$ cat src/rtl/rv_pkg.sv
// rtl/rv_pkg.sv - shared state encoding and default constants for the valid/ready request link
package rv_pkg;

    typedef enum logic [1:0] {
        IDLE = 2'd0,
        SEND = 2'd1,
        GAP  = 2'd2,
        DONE = 2'd3
    } rv_state_t;

    localparam int RV_MAX_WAIT = 10;
    localparam int RV_DATA_W   = 8;
    localparam int RV_CNT_W    = 4;

endpackage

$ cat src/rtl/rv_burst_initiator_if.sv
// rtl/rv_burst_initiator_if.sv - single-beat valid/ready request link between initiator and responder
interface rv_burst_initiator_if #(
    parameter int DATA_W = rv_pkg::RV_DATA_W
) ();

    logic              valid_out;
    logic              ready_in;
    logic [DATA_W-1:0] data_out;

    modport master (
        output valid_out,
        output data_out,
        input  ready_in
    );

    modport slave (
        input  valid_out,
        input  data_out,
        output ready_in
    );

endinterface

$ cat src/rtl/rv_stall_watchdog.sv
// rtl/rv_stall_watchdog.sv - saturating stall counter with a sticky timeout flag
module rv_stall_watchdog
    import rv_pkg::*;
#(
    parameter int MAX_WAIT = RV_MAX_WAIT
) (
    input  logic clk,
    input  logic rst,
    input  logic i_valid,
    input  logic i_ready,
    input  logic i_clr,
    output logic o_timeout
);

    localparam int SW = $clog2(MAX_WAIT + 2);
    localparam logic [SW-1:0] LIMIT = SW'(MAX_WAIT + 1);

    logic [SW-1:0] r_stall_cnt;
    logic          r_timeout;

    // Counter parks at LIMIT so a very long stall never wraps back below it.
    always_ff @(posedge clk) begin
        if (rst) begin
            r_stall_cnt <= '0;
            r_timeout   <= 1'b0;
        end else if (i_clr) begin
            r_stall_cnt <= '0;
        end else if (i_valid && !i_ready && (r_stall_cnt != LIMIT)) begin
            r_stall_cnt <= r_stall_cnt + SW'(1);
            if ((r_stall_cnt + SW'(1)) == LIMIT) begin
                r_timeout <= 1'b1;
            end
        end
    end

    assign o_timeout = r_timeout;

endmodule

$ cat src/rtl/rv_burst_initiator.sv
// rtl/rv_burst_initiator.sv - issues a programmed burst of incrementing requests on a valid/ready link
module rv_burst_initiator
    import rv_pkg::*;
#(
    parameter int DATA_W     = RV_DATA_W,
    parameter int MAX_WAIT   = RV_MAX_WAIT,
    parameter int GAP_CYCLES = 0,
    parameter int CNT_W      = RV_CNT_W
) (
    input  logic                     clk,
    input  logic                     rst,
    input  logic                     i_start,
    input  logic [CNT_W-1:0]         i_num_req,
    input  logic [DATA_W-1:0]        i_base_data,
    rv_burst_initiator_if.master     bus,
    output logic                     o_busy,
    output logic                     o_done,
    output logic [CNT_W-1:0]         o_issued_count,
    output logic                     o_timeout_err
);

    localparam int GAP_W = $clog2(GAP_CYCLES + 1) + 1;
    localparam logic [GAP_W-1:0] GAP_LAST = GAP_W'(GAP_CYCLES - 1);

    rv_state_t          r_state;
    logic               r_valid;
    logic [DATA_W-1:0]  r_data;
    logic               r_busy;
    logic               r_done;
    logic [CNT_W-1:0]   r_count;
    logic [CNT_W-1:0]   r_num;
    logic [GAP_W-1:0]   r_gap_cnt;

    logic               w_hs;
    logic               w_clr;
    logic               w_timeout;

    assign w_hs  = r_valid && bus.ready_in;
    // Outside SEND the watchdog is held clear, so every SEND entry starts from zero.
    assign w_clr = w_hs || (r_state != SEND);

    always_ff @(posedge clk) begin
        if (rst) begin
            r_state   <= IDLE;
            r_valid   <= 1'b0;
            r_data    <= '0;
            r_busy    <= 1'b0;
            r_done    <= 1'b0;
            r_count   <= '0;
            r_num     <= '0;
            r_gap_cnt <= '0;
        end else begin
            case (r_state)
                IDLE: begin
                    if (i_start) begin
                        r_busy <= 1'b1;
                        if (i_num_req != '0) begin
                            r_num   <= i_num_req;
                            r_data  <= i_base_data;
                            r_count <= '0;
                            r_valid <= 1'b1;
                            r_state <= SEND;
                        end else begin
                            r_done  <= 1'b1;
                            r_state <= DONE;
                        end
                    end
                end
                SEND: begin
                    if (w_hs) begin
                        r_count <= r_count + CNT_W'(1);
                        r_data  <= r_data + DATA_W'(1);
                        if ((r_count + CNT_W'(1)) == r_num) begin
                            r_valid <= 1'b0;
                            r_done  <= 1'b1;
                            r_state <= DONE;
                        end else if (GAP_CYCLES > 0) begin
                            r_valid   <= 1'b0;
                            r_gap_cnt <= '0;
                            r_state   <= GAP;
                        end
                    end
                end
                GAP: begin
                    if (r_gap_cnt == GAP_LAST) begin
                        r_valid <= 1'b1;
                        r_state <= SEND;
                    end else begin
                        r_gap_cnt <= r_gap_cnt + GAP_W'(1);
                    end
                end
                DONE: begin
                    r_done  <= 1'b0;
                    r_busy  <= 1'b0;
                    r_state <= IDLE;
                end
                default: r_state <= IDLE;
            endcase
        end
    end

    rv_stall_watchdog #(
        .MAX_WAIT (MAX_WAIT)
    ) u_watchdog (
        .clk       (clk),
        .rst       (rst),
        .i_valid   (r_valid),
        .i_ready   (bus.ready_in),
        .i_clr     (w_clr),
        .o_timeout (w_timeout)
    );

    assign bus.valid_out  = r_valid;
    assign bus.data_out   = r_data;
    assign o_busy         = r_busy;
    assign o_done         = r_done;
    assign o_issued_count = r_count;
    assign o_timeout_err  = w_timeout;

endmodule

$ cat src/flat_wrapper.sv
// flat-port wrapper written by rule: the top's interface ports become plain ports
module rv_burst_initiator_flat import rv_pkg::*;
#(
    parameter int DATA_W     = RV_DATA_W,
    parameter int MAX_WAIT   = RV_MAX_WAIT,
    parameter int GAP_CYCLES = 0,
    parameter int CNT_W      = RV_CNT_W
)
  (clk, rst, i_start, i_num_req, i_base_data, o_busy, o_done, o_issued_count, o_timeout_err, bus_valid_out, bus_data_out, bus_ready_in);
  rv_burst_initiator_if #(.DATA_W(DATA_W)) bus_i ();
  input  logic clk;
  input  logic rst;
  input  logic i_start;
  input  logic [CNT_W-1:0] i_num_req;
  input  logic [DATA_W-1:0] i_base_data;
  output logic o_busy;
  output logic o_done;
  output logic [CNT_W-1:0] o_issued_count;
  output logic o_timeout_err;
  output wire logic [$bits(bus_i.valid_out)-1:0] bus_valid_out;
  output wire logic [$bits(bus_i.data_out)-1:0] bus_data_out;
  input wire logic [$bits(bus_i.ready_in)-1:0] bus_ready_in;
  assign bus_valid_out = bus_i.valid_out;
  assign bus_data_out = bus_i.data_out;
  assign bus_i.ready_in = bus_ready_in;
  rv_burst_initiator #(.DATA_W(DATA_W), .MAX_WAIT(MAX_WAIT), .GAP_CYCLES(GAP_CYCLES), .CNT_W(CNT_W)) u_core (.clk(clk), .rst(rst), .i_start(i_start), .i_num_req(i_num_req), .i_base_data(i_base_data), .bus(bus_i), .o_busy(o_busy), .o_done(o_done), .o_issued_count(o_issued_count), .o_timeout_err(o_timeout_err));
endmodule
$ cat config.mk
export PLATFORM = sky130hd
export DESIGN_NAME = rv_burst_initiator_flat
export DESIGN_NICKNAME = d
export VERILOG_FILES = /design/src/rtl/rv_pkg.sv /design/src/rtl/rv_burst_initiator_if.sv /design/src/rtl/rv_stall_watchdog.sv /design/src/rtl/rv_burst_initiator.sv /design/src/flat_wrapper.sv
export SDC_FILE = /design/constraint.sdc
export NUM_CORES = 1
export LEC_CHECK = 0
export CORE_AREA = 5 5 61 63
export CTS_CLUSTER_SIZE = 16
export DETAILED_ROUTE_END_ITERATION = 10
export DIE_AREA = 0 0 66 68
export GPL_ROUTABILITY_DRIVEN = 0
export PLACE_DENSITY_LB_ADDON = 0.15
export SETUP_SLACK_MARGIN = 0.3
export SLEW_MARGIN = 20
export SYNTH_ARGS = -nofsm -noshare
export SYNTH_HDL_FRONTEND = slang
export SYNTH_SLANG_ARGS = --single-unit
$ cat constraint.sdc
create_clock -name clk -period 1.96 [get_ports clk]
set_input_delay 0.392 -clock clk [delete_from_list [all_inputs] [get_ports clk]]
set_output_delay 0.392 -clock clk [all_outputs]
set_load 0.02 [all_outputs]
==> results.cfg, run 1 <==
[run_status]
status = complete, no violations

[clock_network]
path_clk_slew_ps = 160
cts_inserted_buffers = 3
clock-sinks = 27
ctsHoldBuffers = 0
insertion_delay_ps = 330
clk_path_buf_depth = 2
clock-root-buffer = clkbuf_4
cts_tree = done
cts-htree-levels = 1

[sta]
relSlewSlack_pct = 74.0
worstMarginPinSlew_ps = 389
finalHoldViolCount = 0
fmax_mhz = 618
whs_ps = 438
setup_violations = 0
setup_slack_ps = 341
fin_crit_sh_pct = 82.6
drv_slew = 0
setup_tns_ps = 0
min_period_ps = 1620
grt_setup_unrepaired = true
clock_skew_ps = 7.85

[setup_path]
cp.required_ps = 2200
cp_top_family = compound AO/OA/AOI/OAI gates
critPathLaunchType = input port
worstPathMaxFanout = 6
end_kind = flop
crit_chain = dlygate4sd2_1 -> or4_4 -> a21bo_4 -> o211a_1 -> o221a_1
worst_path_max_delay_cell = or4_4
critPathMaxStageDelay_ps = 600
critical_path_buf_inv_count = 1
cp.arrival_ps = 1860
path_class = in -> reg

[power_and_ir_drop]
powerDensity_nw_per_um2 = 594
p_total_mw = 1.17
seq_power_share_pct = 53.0
p_sw_mw = 0.368
power.internal_mw = 0.800
p_leak_nw = 0.777
p_sw_share_pct = 31.5
p_comb_share_pct = 25.2
pwr-share-clk_pct = 21.8
ir_drop_mv = 0.264

[yosys]
ys_seq_elements = 27
yosysWarnings = 0
ys_types = 47
mappedNetlistArea_sq_um = 1490
async_flop_share_pct = 0
synthFlopType = dfxtp_1
syn-instance-count = 176
seq_area_frac_synth_pct = 36.2
syn_nets = 196
syn_area_per_cell_sq_um = 8.48
synth_edf_count = 0

[floorplanning]
core-area_sq_um = 3180
die_h_um = 68
die_area_sq_um = 4490
die_w_um = 66
rows = 21
start_util_pct = 47.0
io_pins = 32

[detailed_routing]
avgViaCountPerCell = 5.58
detail_route.iter0.violations = 89
routed_wl_mm = 3.90
drt_pass1_iterations = 4
route.antenna.remaining_nets = 0
drc = 0
routed-via-count = 1479
wl_per_cell_um = 14.7

[final_layout]
nets = 240
fin_area_sq_um = 1970
synthToLayoutAreaGrowth_pct = 31.9
drive_above_1_share_pct = 17.8
final_cell_mix = 22 x dfxtp_1, 20 x dlygate4sd2_1, 19 x a21oi_1
utilization_pct = 61.9
fin_cells = 265
n_antenna_cell = 0
final_common_cell = dfxtp_1

[run]
cap_violations = 0

[grt]
track_usage_pct = 18.6
grt_pass1_wl_mm = 6.52
grt_pass1_vias = 1460
overflow = 0
grt_max_degree = 22
grt_antenna_before_repair = 0

[place]
port_buffers = 31
placed_area_sq_um = 1910
dpl.cell_count = 258
post-place-ws_ps = -206
dp_hpwl_mm = 2.91

[hold_path]
min_path_type = in -> reg
area by class of cell:
| cell class | instances | area, sq um |
|---|---|---|
| tap | 46 | 57.6 |
| clock inverter | 1 | 7.51 |
| fill | 293 | 1210 |
| inverter | 6 | 22.5 |
| clock buffer | 3 | 22.5 |
| multi-input combinational | 135 | 901 |
| sequential | 27 | 552 |
| timing repair buffer | 47 | 405 |
cell usage after synthesis, types with 2 or more instances:
cell type	instances	area share (%)
o21ai_0	11	3.7
a31o_2	2	1.2
mux2i_1	2	1.3
dfxtp_1	27	36
nor3b_1	2	1.0
nor3_1	5	1.7
a311oi_2	2	2.0
nand2_1	16	4.0
ha_1	4	3.4
inv_1	4	1.0
nand2b_1	3	1.3
a211oi_1	5	2.5
xnor2_1	6	3.5
xor2_1	4	2.3
nand4_1	3	1.3
o32ai_1	3	1.8
nand3_1	7	2.3
a21oi_1	19	6.4
nor2b_1	3	1.3
a22oi_1	3	1.5
clkbuf_1	5	1.3
nor2_1	12	3.0
a31oi_1	2	0.84
clkinv_1	2	0.50
or3_1	2	0.84
per-layer routing:
layer	vias to the layer above	wire [um]	track usage (%)	part of all wire (%)
met5	-	0	0	0
met4	0	68	6.85	1.7
met3	6	132	2.63	3.4
met2	42	1980	35.8	51
met1	695	1710	20.8	44
li1	736	-	-	-
path summary, 6_finish.rpt:
path                            end  cells after the start                      from  slack [ps]
max reg2reg       u_core.r_state[1]                      5  u_core.o_issued_count[1]         360
min reg2reg           u_core.o_busy                      2             u_core.o_busy         480
min                 u_core.r_num[1]                      3              i_num_req[1]         440
max          u_core.bus.data_out[5]                      5              i_num_req[2]         340
repair_timing:
action / 4_1_cts / 5_1_grt
pin swaps: 2 / 0
gates resized for setup: 24 / 6
buffers inserted: 1 / 2
endpoints found under the setup margin: 30 / 5
hold endpoints to repair: 0 / 0
flip-flops by register name (all words and copies together) (netlist names):
| register | count |
|---|---|
| u_core.bus.data_out | 8 |
| u_core.o_issued_count | 4 |
| u_core.r_num | 4 |
| u_core.u_watchdog.r_stall_cnt | 4 |
| u_core.r_state | 2 |
| u_core.bus.valid_out | 1 |
| u_core.o_busy | 1 |
| u_core.o_done | 1 |
| u_core.r_gap_cnt | 1 |
| u_core.u_watchdog.o_timeout | 1 |
cell families (layout without fill, tap and decap cells):
group	count (synthesis)	after routing	synth area share, %
AOI/OAI and AO/OA	59	59	28.2
buffers and inverters	14	57	4.69
and+or+nand+nor	60	60	20.4
xor gates and xnor gates	10	10	5.87
DFF	27	27	36.2
muxes	2	2	1.34
adders and majority gates	4	4	3.35
power groups by stage:
stage                     clock network (mW)  logic, mW  registers (mW)
after floorplan                            0      0.154           0.645
after CTS                              0.261      0.291           0.618
after global routing                   0.285      0.322           0.626
after detailed placement                   0      0.306           0.631
final                                  0.255      0.294           0.619
after global placement                     0      0.300           0.630
tightest hold or removal path, delay by kind of cell:
kind / cells / cell delay [ps]
simple gates: 1 / 80
buf+inv: 1 / 210
mux: 1 / 70
No activity file was read; power rests on OpenSTA's default activity.
==> inputs of run 2 (changes only) <==
--- a/config.mk
+++ b/config.mk
@@ -5,10 +5,10 @@
 export SDC_FILE = /design/constraint.sdc
 export NUM_CORES = 1
 export LEC_CHECK = 0
-export CORE_AREA = 5 5 61 63
+export CORE_AREA = 5 5 64 66
 export CTS_CLUSTER_SIZE = 16
 export DETAILED_ROUTE_END_ITERATION = 10
-export DIE_AREA = 0 0 66 68
+export DIE_AREA = 0 0 69 71
 export GPL_ROUTABILITY_DRIVEN = 0
 export PLACE_DENSITY_LB_ADDON = 0.15
 export SETUP_SLACK_MARGIN = 0.3
==> constraint.sdc (replaced) <==
create_clock -name clk -period 1.3 [get_ports clk]
set_input_delay 0.26 -clock clk [delete_from_list [all_inputs] [get_ports clk]]
set_output_delay 0.26 -clock clk [all_outputs]
set_load 0.02 [all_outputs]
==> results.cfg, run 2 (same netlist as run 1, synthesis figures left out) <==
[place]
port_buffers = 31
placed_area_sq_um = 2260
dpl.cell_count = 290
dp_hpwl_mm = 3.29

[final_layout]
synthToLayoutAreaGrowth_pct = 66.8
n_antenna_cell = 0
fin_cells = 308
nets = 281
final_cell_mix = 49 x buf_4, 23 x buf_6, 15 x a21oi_1
fillers = 304
largest_reg_flops = 8
drive_above_1_share_pct = 49.6
fin_area_sq_um = 2490
multi_input_area_sq_um = 1000
layout.area.seq_sq_um = 582
final_common_cell = buf_4

[power_and_ir_drop]
pwr-share-clk_pct = 18.8
p_leak_nw = 0.989
p_sw_mw = 0.601
p_comb_share_pct = 33.7
p_sw_share_pct = 30.6
power.internal_mw = 1.36
powerDensity_nw_per_um2 = 789
ir_drop_mv = 0.469
p_total_mw = 1.96
seq_power_share_pct = 47.4

[grt]
grt_max_degree = 15
track_usage_pct = 19.2
grt_pass1_vias = 1687
grt_pass1_wl_mm = 7.84
grt_antenna_before_repair = 0
overflow = 0

[detailed_routing]
routed-via-count = 1644
route.antenna.remaining_nets = 0
drc = 0
routed_wl_mm = 4.48
wl_per_cell_um = 14.5
avgViaCountPerCell = 5.34
drt_pass1_iterations = 4
detail_route.iter0.violations = 91

[setup_path]
end_kind = flop
cp.required_ps = 1560
reg2reg_depth = 5
worst_path_max_delay_cell = or4_4
path_class = reg -> reg
cp.arrival_ps = 1910
critPathMaxStageDelay_ps = 510
r2r_setup_slack_ps = -350
r2r-end = u_core.r_state[1]
critPathLaunchType = flop
crit_chain = ha_4 -> xnor2_2 -> nand2_2 -> or4_4 -> a211oi_2
cp-endpoint = u_core.r_state[1]
cp-startpoint = u_core.o_issued_count[0]
reg2reg_from = u_core.o_issued_count[0]
worstPathMaxFanout = 5

[clock_network]
cts-htree-levels = 1
cts_tree = done
clock-sinks = 27
clock-root-buffer = clkbuf_4
clk_path_buf_depth = 2
insertion_delay_ps = 330
cts_inserted_buffers = 3
path_clk_slew_ps = 140

[sta]
fin_crit_sh_pct = 127
grt_setup_unrepaired = true
fmax_mhz = 606
setup_violations = 20
finalHoldViolCount = 0
clock_skew_ps = 2.91
worstMarginPinSlew_ps = 395
whs_ps = 177
relSlewSlack_pct = 73.7
drv_slew = 0
min_period_ps = 1650
setup_slack_ps = -350

[run_status]
violations = negative setup slack
status = complete, but fails checks

[floorplanning]
rows = 22
core-area_sq_um = 3520
die_h_um = 71
io_pins = 32
die_w_um = 69
start_util_pct = 42.4
die_area_sq_um = 4900

[run]
cap_violations = 0

[hold_path]
min_path_type = in -> reg
-- run 2: cell count changes in the layout (fill, tap and decap cells not counted), moves of 5 or more --
cell and change:
dfxtp_4 +5, dlygate4sd2_1 -19, buf_4 +33, buf_6 +23, dfxtp_1 -14, dfxtp_2 +9
-- run 2: final cells by class --
class,instances,share of cell area [%]
clock buffer,4,1.06
inverter,6,0.955
sequential,27,23.4
multi-input combinational,135,40.3
tap,48,2.41
timing repair buffer,88,32.0
-- run 2: timing repair --
item,CTS,global route
gates resized for setup,136,3
setup endpoints to repair,43,43
setup buffers,14,0
hold buffers,0,0
pin swaps,6,0
-- run 2: worst min-delay path by stage --
stage / start / endpoint / depth (start not counted) / slack, ps
2_1_floorplan: rst / u_core.bus.data_out[3] / 1 / 380
3_3_place_gp: u_core.u_watchdog.o_timeout / u_core.u_watchdog.o_timeout / 2 / 450
3_5_place_dp: u_core.u_watchdog.o_timeout / u_core.u_watchdog.o_timeout / 2 / 460
4_1_cts: i_num_req[1] / u_core.r_num[1] / 3 / 180
5_1_grt: i_num_req[1] / u_core.r_num[1] / 3 / 180
6_report: i_num_req[1] / u_core.r_num[1] / 3 / 180
-- run 2: per-stage QoR --
stage	utilization (%)	setup slack [ps]	setup TNS, ps
after floorplan	-	-290	-2550
after global placement	64.3	-700	-11810
after detailed placement	64.3	-740	-12650
after CTS	70.4	-333	-1840
after global routing	70.7	-402	-3990
final	70.7	-350	-2160
-- run 2: worst max-delay path: cells and delay by family, from the launching register on --
kind                       cells  cell delay (ps)
AOI/OAI and AO/OA              1              200
adders and majority gates      1              250
xor gates and xnor gates       1              150
DFF                            1              390
and+or+nand+nor                2              600
-- run 2: power groups by stage --
stage / registers (mW) / clock network [mW] / logic (mW)
2_1_floorplan: 0.974 / 0 / 0.257
3_3_place_gp: 0.931 / 0 / 0.582
3_5_place_dp: 0.936 / 0 / 0.590
4_1_cts: 0.930 / 0.384 / 0.655
5_1_grt: 0.940 / 0.424 / 0.719
6_report: 0.931 / 0.370 / 0.662
-- run 2: layer usage --
metal	part of all wire (%)	track usage, %	up-vias
met5	0	0	-
met4	2.0	6.94	0
met3	4.3	3.27	9
met2	50	35.6	40
met1	44	22.2	778
li1	-	-	817
==> inputs of run 3 (changes only) <==
--- a/config.mk
+++ b/config.mk
@@ -6,7 +6,6 @@
 export NUM_CORES = 1
 export LEC_CHECK = 0
 export CORE_AREA = 5 5 64 66
-export CTS_CLUSTER_SIZE = 16
 export DETAILED_ROUTE_END_ITERATION = 10
 export DIE_AREA = 0 0 69 71
 export GPL_ROUTABILITY_DRIVEN = 0
==> results of run 3 <==
No change in the layout: final DEF, timing and power equal those of run 2.
